$ cat config.mk
export PLATFORM = sky130hd
export DESIGN_NAME = neuron_scheduler
export DESIGN_NICKNAME = d
export VERILOG_FILES = /design/src/rtl/neuron_scheduler.sv
export SDC_FILE = /design/constraint.sdc
export NUM_CORES = 1
export LEC_CHECK = 0
export CAP_MARGIN = 0
export CORE_MARGIN = 4
export CORE_UTILIZATION = 33
export CTS_CLUSTER_SIZE = 30
export DETAILED_ROUTE_END_ITERATION = 6
export PLACE_DENSITY = 0.58
export SETUP_SLACK_MARGIN = 0.3
export SYNTH_ARGS = -nofsm -noshare
export SYNTH_HDL_FRONTEND = slang
export SYNTH_SLANG_ARGS = --single-unit
$ cat constraint.sdc
create_clock -name clk -period 19.9 [get_ports clk]
set_input_delay 2.985 -clock clk [delete_from_list [all_inputs] [get_ports clk]]
set_output_delay 2.985 -clock clk [all_outputs]
set_load 0.1 [all_outputs]
$ cat src/rtl/neuron_scheduler.sv
// neuron_scheduler: an 8-neuron layer with binary inputs and threshold activation.
// It is evaluated on one shared multiply-accumulate path: 8 MAC cycles plus 1 ACT cycle per neuron.
module neuron_scheduler (
  input  logic        clk,
  input  logic        rst,
  input  logic        cfg_we,
  input  logic [6:0]  cfg_addr,
  input  logic [10:0] cfg_wdata,
  output logic        cfg_err,
  input  logic        start,
  input  logic [7:0]  x_in,
  output logic        busy,
  output logic        done,
  output logic [7:0]  y_out
);

  typedef enum logic [1:0] {
    IDLE = 2'd0,
    MAC  = 2'd1,
    ACT  = 2'd2,
    DONE = 2'd3
  } state_t;

  state_t      state_r;
  logic [7:0]  weight_r [64];
  logic [10:0] thresh_r [8];
  logic [7:0]  x_r;
  logic [6:0]  result_r;
  logic [10:0] acc_r;
  logic [2:0]  n_r;
  logic [2:0]  i_r;

  logic [7:0]  w_sel_s;
  logic [10:0] th_sel_s;
  logic [10:0] addend_s;
  logic        hit_s;

  function automatic logic is_weight_addr(input logic [6:0] addr);
    return addr[6] == 1'b0;
  endfunction

  function automatic logic is_thresh_addr(input logic [6:0] addr);
    return addr[6:3] == 4'b1000;
  endfunction

  // Operand selection for the shared MAC and the activation compare.
  always_comb begin
    w_sel_s  = weight_r[{n_r, i_r}];
    th_sel_s = thresh_r[n_r];
    if (x_r[i_r]) begin
      addend_s = {3'b000, w_sel_s};
    end else begin
      addend_s = 11'd0;
    end
    hit_s = (acc_r >= th_sel_s);
  end

  // Configuration storage: writes only land while idle; unmapped addresses fall through.
  always_ff @(posedge clk or posedge rst) begin
    if (rst) begin
      for (int k = 0; k < 64; k++) weight_r[k] <= 8'd0;
      for (int k = 0; k < 8; k++) thresh_r[k] <= 11'd0;
    end else if (cfg_we && (state_r == IDLE)) begin
      if (is_weight_addr(cfg_addr)) begin
        weight_r[cfg_addr[5:0]] <= cfg_wdata[7:0];
      end else if (is_thresh_addr(cfg_addr)) begin
        thresh_r[cfg_addr[2:0]] <= cfg_wdata;
      end
    end
  end

  // Evaluation FSM with registered status outputs.
  always_ff @(posedge clk or posedge rst) begin
    if (rst) begin
      state_r  <= IDLE;
      x_r      <= 8'd0;
      result_r <= 7'd0;
      acc_r    <= 11'd0;
      n_r      <= 3'd0;
      i_r      <= 3'd0;
      busy     <= 1'b0;
      done     <= 1'b0;
      cfg_err  <= 1'b0;
      y_out    <= 8'h00;
    end else begin
      cfg_err <= cfg_we && (state_r != IDLE);
      case (state_r)
        IDLE: begin
          done <= 1'b0;
          if (start) begin
            x_r     <= x_in;
            acc_r   <= 11'd0;
            n_r     <= 3'd0;
            i_r     <= 3'd0;
            busy    <= 1'b1;
            state_r <= MAC;
          end
        end
        MAC: begin
          acc_r <= acc_r + addend_s;
          i_r   <= i_r + 3'd1;
          if (i_r == 3'd7) begin
            state_r <= ACT;
          end
        end
        ACT: begin
          acc_r <= 11'd0;
          i_r   <= 3'd0;
          if (n_r == 3'd7) begin
            // Neuron 7's bit goes straight into y_out so that y_out updates together with done.
            y_out   <= {hit_s, result_r};
            busy    <= 1'b0;
            done    <= 1'b1;
            state_r <= DONE;
          end else begin
            result_r[n_r] <= hit_s;
            n_r     <= n_r + 3'd1;
            state_r <= MAC;
          end
        end
        DONE: begin
          done    <= 1'b0;
          state_r <= IDLE;
        end
        default: begin
          busy    <= 1'b0;
          done    <= 1'b0;
          state_r <= IDLE;
        end
      endcase
    end
  end

endmodule

# Word level (Yosys, flattened, before mapping)
# Index checks and enable logic that the tools add are counted.
dict set report totals {
  in_bits 30
  ramBits 0
  ff_bits 645
  n_memories 0
  latch_bits 0
  romBits 0
  out_inout_bits 11
  wordCells 165
}
dict set report classes {
  multipliers 0
  mux 33
  n_reduce_logical 21
  order_cmp 10
  div_mod_pow 0
  n_shift 0
  add_sub_neg 3
  n_eq_ne 10
  bitwise 6
}
# op count
set ops {}
lappend ops {{512-bit bitwise mux} 1}
lappend ops {{88-bit bitwise mux} 1}
lappend ops {{8-bit binary-select mux with 6-bit select} 1}
lappend ops {{8-bit demux with 6-bit select} 1}
lappend ops {{11-bit 2-to-1 mux} 4}
lappend ops {{11-bit binary-select mux with 3-bit select} 1}
lappend ops {{11-bit demux with 3-bit select} 1}
lappend ops {{11-bit case mux with 3 select lines} 1}
lappend ops {{8-bit 2-to-1 mux} 4}
lappend ops {{7-bit greater-or-equal comparator, second input constant} 2}
lappend ops {{6-bit NOT with 7-bit output} 2}
lappend ops {{2-bit AND reduction} 7}
lappend ops {{11-bit adder} 1}
lappend ops {{11-bit greater-or-equal comparator} 1}
lappend ops {{3-bit case mux with 3 select lines} 1}
lappend ops {{3-bit AND reduction} 3}
lappend ops {{4-bit greater-or-equal comparator, second input constant} 2}
lappend ops {{3-bit by 4-bit less-than comparator with 1-bit output, second input constant} 2}
lappend ops {{2-bit inequality test, second input constant} 4}
lappend ops {{3-bit NOT with 4-bit output} 2}
lappend ops {{2-bit case mux with 4 select lines} 1}
lappend ops {{7-bit bitwise mux} 1}
lappend ops {{7-bit by 1-bit less-than comparator with 1-bit output, second input constant} 1}
lappend ops {{3-bit by 1-bit adder with 3-bit output, second input constant} 2}
lappend ops {{other kinds (19)} 36}

# Logic depth before layout (Yosys ltp)
# Gate-level depths: netlist (run 1).
dict set report depth {
  depth_word 7
  mapped_depth 17
  depth_no_buf 14
}

# Worst setup path after synthesis (run 1)
# Ideal clock, no wire load.
dict set report synth_timing {
  path_kind {input to register}
  from {input port cfg_addr[3]}
  to {register thresh_r[19] (netlist bit)}
  arrival_ps 4582
  t_required_ps 19775
  setup_slack_ps 15194
  setup_time_ps 125
  path_buffers 1
  path_stages 5
  cell_sequence {nor3_1 nand4_1 nor4bb_1 buf_2 mux2_2}
}
dict set report synth_via {
  elab_chain_len 2
}
# element line_no
set synth_rtl {}
lappend synth_rtl {{start: declaration} 7} ;# input logic [6:0] cfg_addr,
lappend synth_rtl {{4-bit == test} 43} ;# return addr[6:3] == 4'b1000;
lappend synth_rtl {{3-bit AND reduction (no line)} --}
lappend synth_rtl {{end signal: indexed assignment} 67} ;# thresh_r[cfg_addr[2:0]] <= cfg_wdata;
lappend synth_rtl {{end: declaration} 26} ;# logic [10:0] thresh_r [8];
# No other way between the ends.
# A chain may end at the register's enable or synchronous reset.

# Worst setup path in the final report (run 1)
dict set report layout_timing {
  from {input port cfg_addr[2]}
  to {register weight_r[337] (netlist bit)}
}
dict set report layout_via {
  elab_chain_len 6
  word_cells_on_any_way 7
  cone_classes {order compare: 2; mux: 3; bitwise: 1; reduce/logical: 1}
}
# element line_no
set layout_rtl {}
lappend layout_rtl {{6-bit NOT with 7-bit output (not written as such) *} 65} ;# weight_r[cfg_addr[5:0]] <= cfg_wdata[7:0];
lappend layout_rtl {{7-bit greater-or-equal comparator (not written as such) or 7-bit by 1-bit less-than comparator with 1-bit output (tied branches)} 65}
lappend layout_rtl {{1-bit logical AND (not written as such)} 65}
lappend layout_rtl {{8-bit 2-to-1 mux (not written as such)} 65}
lappend layout_rtl {{8-bit demux with 6-bit select *} 65}
lappend layout_rtl {{512-bit bitwise mux *} 65}
lappend layout_rtl {{end signal: indexed assignment} 65}
lappend layout_rtl {{end: declaration} 25} ;# logic [7:0] weight_r [64];
# Every way passes the cells marked *; elsewhere a longest branch is shown, timed or not.

==> results.md, run 1 <==
Drt:
- The average wire per cell in the routed design is 23.9 µm.
- For this block, the via count after detailed routing is 18,000.
- The detailed-routing iteration count for the pre-antenna-repair pass is 7.
- The detailed-route vias per instance is 5.43.
- The violation count after the first detailed-routing iteration is 1,347.
- The total DRC errors in the routed layout is 17.
- Wires add up to 79.1 mm.
- Once detail routing completed, the nets flagged for antenna violations numbered 0.

Logic synthesis:
- The distinct cell type count after synthesis is 67.
- The most used flip-flop cell after synthesis is sky130_fd_sc_hd__dfrtp_1.
- Of the synthesized area, sequential elements account for 53.2%.
- The cell count after synthesis came out at 2,097.
- The number of flops mapped to enable cells by yosys is 0.
- The XOR/XNOR share of the synthesized area is 0.144%.
- The post-synthesis cell area is 30,300 µm².
- The simple-gate area share of the yosys netlist is 4.50%.
- The synthesized netlist devotes 3.74% of its cell area to compound gates.
- The share of flip-flops with an asynchronous set or reset after synthesis is 100%.
- Sorting the synthesized cells by area gives the leading types as sky130_fd_sc_hd__dfrtp_1 53%, sky130_fd_sc_hd__mux2_2 23%, sky130_fd_sc_hd__mux4_2 9.8%.
- The leading area contributor after synthesis is sky130_fd_sc_hd__dfrtp_1.
- Counting every net in the synthesized netlist gives 2,156.
- The number of synthesis warnings is 0.
- After synthesis, the largest area contributor takes up 53.2% of total cell area.
- The arithmetic-cell share of the synthesized area counting full adders, half adders and majority gates is 1.22%.
- The average instance in the mapped netlist occupies 14.5 µm².
- Measured against the total synthesized area, the mux share comes to 34.8%.
- The dominant combinational cell family by area after synthesis is multiplexers.
- The synthesized flop and latch total is 645.

Worst setup path:
- The startpoint type of the worst setup path is an input port.
- The worst register-to-register path has a depth of 15.
- The startpoint-to-endpoint class of the critical path is in -> reg.
- The data arrival time of the critical path is 6.25 ns.
- The startpoint of the worst-slack reg-to-reg timing path is i_r[0].
- Along the worst path, the maximum fanout reaches 12.
- The register-to-register setup slack is 14.24 ns.
- Data on the critical path is required at its endpoint by 20.39 ns.
- The endpoint of the lowest-slack register-to-register path is acc_r[10].
- The worst setup path is captured at a register.

GRT:
- After global routing the overflow that remains totals 0.
- Global routing used 22.2% of the available met1 tracks.
- The met2 capacity usage during global routing is 26.5%.
- met2 is the most crowded layer.
- The number of antenna violations at the first check in global routing is 1.
- The pin count of the biggest net entering global routing is 191.
- The overall track demand over capacity in global routing is 16.2%.
- The first-pass GRT wire length is 122 mm.
- The met3 capacity usage during global routing is 2.60%.
- The number of global-route vias before repair was 19,200.

Final layout:
- In the layout the commonest cells are 641 x sky130_fd_sc_hd__dfrtp_1, 627 x sky130_fd_sc_hd__mux2_2, 132 x sky130_fd_sc_hd__mux4_2.
- In the final layout, the multi-input gates occupy 13,500 µm².
- The library cell used most frequently in the layout, excluding fill and tap cells, is sky130_fd_sc_hd__dfrtp_1.
- The final core utilization is 37.7%.
- The sequential cell area is 16,200 µm².
- The net count of the finished layout is 2,145.
- The fill cell instance count of the final layout is 8,492.
- The non-filler instance count after layout is 3,315.
- From synthesis to final layout, the design area changed by 12.5%.
- In the final layout, the share of cells above drive strength 1 is 44.1%.

Outcome:
- The run finished, with violations left.
- The checks that failed: DRC.

Clock tree:
- The number of hold buffers added after CTS is 0.
- TritonCTS built the clock tree.
- The clock latency of the later-clocked register in the worst-skew pair is 0.61 ns.
- The number of setup buffers added after CTS is 0.
- Clock tree synthesis inserted a total of 70 buffers.
- The master cell of the clock root buffer is sky130_fd_sc_hd__clkbuf_16.
- The number of sinks on the clock net is 645.
- The depth of the CTS H-tree is 3.
- The number of gates resized after cts is 0.
- The maximum count of clock buffers along a single path is 3.
- The clock slew seen by the registers of the worst setup and hold paths is 0.06 ns.

Hold path:
- The startpoint of the worst hold path is thresh_r[86].
- The depth of the worst hold-timing path is 1.
- The tightest min-delay check is of the reg -> reg type.
- The terminating pin of the worst hold path is thresh_r[86].

Floorplanning:
- The initial utilization of the core area, before any placement, comes to 33.5%.
- The area enclosed by the die boundary is 96,900 µm².
- After floorplanning, the core was sized to cover 90,600 µm².
- The number of standard-cell rows in the floorplan is 110.
- For this design the top-level I/O count stands at 41.
- The die outline height is 311 µm.
- The die width is 311 µm.

Timing:
- The number of endpoints failing setup at the final stage is 0.
- Timing would allow up to 0.173 GHz.
- The count of endpoints failing hold in the final timing report was 0.
- After layout, the worst path uses 29.0% of the clock period.
- The clock skew is 0.0111 ns.
- At the pin with the least slew margin, the transition time is 1.18 ns.
- Setup repair after global routing left no endpoint under its margin.
- The relative max-transition margin is 21.4%.
- The setup total negative slack is 0 ns.
- The final critical path time including I/O delays and setup is 5.76 ns.
- The total count of max-transition violations in the final report was 0.

Pwr:
- Net switching is 30.2% of the power.
- The share of total power dissipated in sequential elements is 42.4%.
- The highest ir drop seen on vdd is 0.0000614 V.
- The static leakage power is 15.7 nW.
- The clock network accounts for 36.3% of the total power.
- The total internal power is 2.53 mW.
- Power spread over the standard cell area amounts to 106 nW/µm².
- The switching power total is 1.09 mW.
- The relative contribution of combinational cells to total power is 21.3%.

Placement:
- At the end of routability-driven placement, the weighted congestion stood at 0.801.
- In this run the tool buffered the top-level ports with 40 buffer cells.
- Summed over all nets, the half-perimeter wirelength after detailed placement is 49.8 mm.
- The number of placed instances, taps included, is 3,190.

Flow run:
- The number of max-capacitance violations reported is 0.
power by group through the flow:
stage,Sequential [mW],Clock [mW],Combinational (mW)
5_1_grt,1.55,1.40,0.829
6_report,1.54,1.32,0.771
4_1_cts,1.54,1.35,0.779
3_3_place_gp,1.55,0,0.761
2_1_floorplan,1.52,0,0.574
3_5_place_dp,1.56,0,0.776
synth_stat cells (all sizes together) (3+ instances only):
library cell  instances
a21o                  7
nand2b                9
nor3                 16
buf                  54
a32oi                 9
o221a                 7
mux2                633
mux4                132
a21oi                24
or3b                  3
inv                  10
nor3b                 3
a22oi                16
nand4                 5
nand2               102
dfrtp               645
or2                   4
nor2b                14
nor2                 80
ha                   28
clkbuf              103
and3                  3
nor4                  6
or3                   7
o31ai                 3
a31oi                14
mux2i                46
nand3                19
a221oi               14
o21ai                24
o21a                  3
a2111oi               5
nand3b                4
a211oi                4
a22o                  4
xor2                  4
o22ai                 6
flip-flops by register name (all words and copies together) (netlist names), 2 cells and up:
name / cells
y_out: 8
result_r: 7
state_r: 2
n_r: 3
weight_r: 512
thresh_r: 88
x_r: 8
i_r: 3
acc_r: 11
kinds of logic (layout without fill, tap and decap cells):
| group | count (synthesis) | in the layout |
|---|---|---|
| other | 0 | 1 |
| buffers and inverters | 168 | 209 |
| adder cells (fa/ha/maj) | 29 | 29 |
| flip-flops | 645 | 645 |
| AO/OA/AOI/OAI | 158 | 158 |
| XOR/XNOR | 5 | 5 |
| AND/OR/NAND/NOR | 281 | 281 |
| multiplexers | 811 | 811 |
critical path: stages:
cell                              delay [ns]
sky130_fd_sc_hd__clkdlybuf4s50_1        0.84
sky130_fd_sc_hd__nor2b_1                0.27
sky130_fd_sc_hd__nand3_1                0.74
sky130_fd_sc_hd__nor2_1                 0.99
sky130_fd_sc_hd__mux2_2                 0.42
layout make-up:
cell class,instances,area share (%)
repair buffers,74,1.88
multi-input cells,1284,39.5
flip-flops and latches,645,47.3
diodes,1,0.00733
well taps,1176,4.31
clock inverters,21,0.700
inverters,11,0.132
clock buffers,103,6.15
worst max-delay path by stage:
stage | startpoint | endpoint | cells after the start
3_3_place_gp | rst | weight_r[269] | 5
6_report | cfg_addr[2] | weight_r[337] | 5
2_1_floorplan | rst | acc_r[0] | 1
3_5_place_dp | rst | weight_r[277] | 5
4_1_cts | rst | weight_r[277] | 5
5_1_grt | rst | weight_r[309] | 5
metrics by stage:
stage | hold slack (ns) | setup slack (ns) | power (mW) | area [µm²]
after CTS | 0.493 | 14.12 | 3.67 | 34100
after floorplan | 0.457 | 8.10 | 2.09 | 30300
after global placement | 0.467 | 13.62 | 2.31 | 31800
after global routing | 0.505 | 13.67 | 3.78 | 34100
final | 0.485 | 14.14 | 3.62 | 34100
after detailed placement | 0.479 | 13.48 | 2.34 | 31800
metal layers:
layer  vias up  wire [µm]
met2       392      38000
met4         2       2170
met3       134       3210
li1       7753          -
met5         -         13
met1      9735      35700
No activity file was read; power rests on OpenSTA's default activity.
==> run 2, diff against run 1 <==
clock period = 5.1 ns   (was 19.9 ns; I/O delays follow)
==> run 2 against run 1 <==
  * The run now ends clean
  * Flip-flop and latch count unchanged
  * Clock-buffer cell count rose by 7
  * Total power rose to 4.1 times the previous value
  * Register-to-register slack worse by 14 ns
  * Die area unchanged
  * Global-route usage increased by 0.79 points
  * Setup slack got worse by 14 ns
  * Cell count grew 2.2%
  * Hold slack improved by 0.0087 ns
==> results.md, run 2 (synthesis gave the netlist of run 1 again) <==
Worst setup path:
- The depth of the most critical reg-to-reg path is 16.
- The element type at the critical path end is a register.
- The setup path with the least slack is of type reg -> reg.
- The data arrival time of the critical path is 5.12 ns.
- The peak fanout along the critical path is 39.
- The startpoint of the worst-slack reg-to-reg timing path is i_r[1].
- The worst setup path is launched from a register.
- In this run the critical register-to-register path is captured at acc_r[10].
- In this run the worst setup path terminates at acc_r[10].
- For flop-to-flop paths, the worst setup slack is 0.46 ns.
- In this run the worst setup path begins at i_r[1].
- The critical path data required time is 5.58 ns.

Timing:
- For the final routed database, the setup TNS stands at 0 ns.
- Setup repair after global routing left no endpoint under its margin.
- The count of endpoints failing hold in the final timing report is 0.
- The clock period could shrink to 4.64 ns.
- The final critical path takes up 91.0% of the cycle.
- In this run the tightest slew margin relative to its limit is 27.5%.
- The number of endpoints failing setup at the final stage is 0.
- Setup slack on the critical path of the routed design comes to 0.459 ns.
- The transition time of the tightest slew-check pin is 1.09 ns.
- The total count of max-transition violations in the final report is 0.
- For the final database, setup skew stands at 0.0167 ns.
- Timing would allow up to 0.215 GHz.

Clock tree:
- The buffers inserted during post-CTS setup optimization is 0.
- The TritonCTS clock tree is built.
- The number of hold buffers added after CTS is 0.
- The total CTS buffers is 72.
- The number of sinks on the clock net is 645.
- The maximum count of clock buffers along a single path is 3.
- In this run the clock root is driven by a sky130_fd_sc_hd__clkbuf_16.
- The clock slew seen by the registers of the worst setup and hold paths is 0.06 ns.
- The later pin in the worst-skew pair is clocked with a latency of 0.62 ns.
- The clock tree synthesis step divided the H-tree into 3 levels.
- Once the clock tree was built, the resizer swapped 0 gates to a different size.

Final layout:
- The most frequent standard cell in the layout excluding fill and tap cells is sky130_fd_sc_hd__dfrtp_1.
- The finished cells cover 34,900 µm².
- The number of flip-flops in the largest register is 512.
- 0 antenna diodes ended up in the layout.
- The non-filler instance count after layout is 3,389.
- Counting flops per register, the top entry is weight_r.
- The net count reported at finish is 2,216.
- The fraction of layout instances using a drive strength above 1 is 45.9%.
- The largest registers in the layout are weight_r: 512 flops, thresh_r: 88 flops, acc_r: 11 flops.
- The relative area change from synthesis to final layout is 15.1%.
- In the layout the commonest cells are 641 x sky130_fd_sc_hd__dfrtp_1, 627 x sky130_fd_sc_hd__mux2_2, 132 x sky130_fd_sc_hd__mux4_2.

GRT:
- Global routing used 17.0% of the available tracks across all layers.
- The number of global-route vias before repair is 19,700.
- The number of antenna violations at the first check in global routing is 0.
- Summed over all layers, the global routing overflow is 0.
- Entering global routing, the biggest net connects 167 pins.
- The first-pass GRT wire length is 127 mm.

Placement:
- Summing all placed instances gives a cell area of 32,400 µm².
- Port buffering added 40 buffers.
- The global placer's final weighted congestion is 0.847.
- OpenSTA, run right after detailed placement, puts the worst setup slack at 0.440 ns.
- Detailed placement finished with a half-perimeter wire length of 54.1 mm.
- The placed instance count is 3,258.

Pwr:
- Combinational logic burns 22.2% of the power.
- In this run the power spent charging and discharging nets is 4.41 mW.
- The net switching share of the total power is 30.1%.
- The highest ir drop seen on vdd is 0.000257 V.
- The portion of total power attributed to the clock network is 36.9%.
- The total internal power is 10.3 mW.
- The ratio of total power to cell area is 420 nW/µm².
- Sequential cells account for 40.9% of the total power.
- The static leakage power is 16.2 nW.
- The total power is 14.7 mW.

Flow run:
- Max-cap violations in this run came to 0.

Floorplanning:
- The number of standard-cell rows in the floorplan is 110.
- The initial core utilization is 33.5%.
- During I/O placement, the number of pins put on the boundary was 41.
- The placeable core area is 90,600 µm².
- The area enclosed by the die boundary is 96,900 µm².
- The die width is 311 µm.
- In this run the vertical extent of the chip is 311 µm.

Drt:
- The total DRC errors in the routed layout is 0.
- Wires add up to 82.8 mm.
- In the detailed route, the total length drawn on met2 is 39.7 mm.
- The average wire per cell in the routed design is 24.4 µm.
- After detailed routing, the number of vias per cell comes to 5.44.
- In the detailed route, the total length drawn on met3 is 3.40 mm.
- The total via count after detailed routing is 18,500.
- The detailed router finished its first iteration with 1,329 violations.
- The highest layer touched by signal routing is met4.
- The routed metal-1 wire length is 37.0 mm.
- Once detail routing completed, the nets flagged for antenna violations numbered 0.
- The first detailed-routing pass ran for 4 iterations.

Outcome:
- The run finished with clean final reports.

Hold path:
- The worst hold path belongs to the class reg -> reg.
## run 2: cell type report
cell class | count | area (µm²)
clock buffers | 110 | 2220
clock inverters | 20 | 274
fillers | 8364 | 55600
inverters | 11 | 45.0
multi-input cells | 1284 | 13500
flip-flops and latches | 645 | 16200
well taps | 1176 | 1470
repair buffers | 143 | 1280
## run 2: per-layer routing
layer	global-route usage [%]	vias to the layer above
met4	5.79	0
met2	28.0	395
met3	2.58	148
met5	0	-
met1	23.1	9986
li1	-	7924
## run 2: worst max-delay path, stage by stage, from the launching register on
cell	delay, ns
sky130_fd_sc_hd__dfrtp_4	0.90
sky130_fd_sc_hd__buf_4	0.30
sky130_fd_sc_hd__mux4_2	0.29
sky130_fd_sc_hd__nor2b_1	0.13
sky130_fd_sc_hd__a2111oi_0	0.50
sky130_fd_sc_hd__a31oi_1	0.09
sky130_fd_sc_hd__nand3b_1	0.14
sky130_fd_sc_hd__a21oi_1	0.10
sky130_fd_sc_hd__ha_1	0.23
sky130_fd_sc_hd__fa_1	0.42
sky130_fd_sc_hd__a21o_1	0.21
sky130_fd_sc_hd__a21oi_1	0.22
sky130_fd_sc_hd__o21ai_0	0.15
sky130_fd_sc_hd__o41ai_1	0.31
sky130_fd_sc_hd__buf_4	0.19
sky130_fd_sc_hd__mux2i_1	0.19
sky130_fd_sc_hd__nand3_1	0.10
## run 2: stage by stage
stage | hold WS [ns] | utilization [%]
2_1_floorplan | 0.457 | -
6_report | 0.494 | 38.6
3_5_place_dp | 0.480 | 35.8
3_3_place_gp | 0.469 | 35.8
5_1_grt | 0.505 | 38.6
4_1_cts | 0.492 | 38.6
## run 2: how the worst min path moves through the flow
stage                               to  cells past startpoint          from
after floorplan           thresh_r[78]                      1  thresh_r[78]
after global placement    thresh_r[83]                      1  thresh_r[83]
after detailed placement  thresh_r[80]                      1  thresh_r[80]
after CTS                 thresh_r[78]                      1  thresh_r[78]
after global routing      thresh_r[78]                      1  thresh_r[78]
final                     thresh_r[78]                      1  thresh_r[78]
## run 2: power groups by stage
stage | registers, mW | logic, mW | clock network [mW]
after global routing | 6.05 | 3.50 | 5.77
after floorplan | 5.93 | 2.24 | 0
after detailed placement | 6.10 | 3.24 | 0
final | 6.01 | 3.26 | 5.42
after CTS | 6.01 | 3.25 | 5.56
after global placement | 6.08 | 3.17 | 0
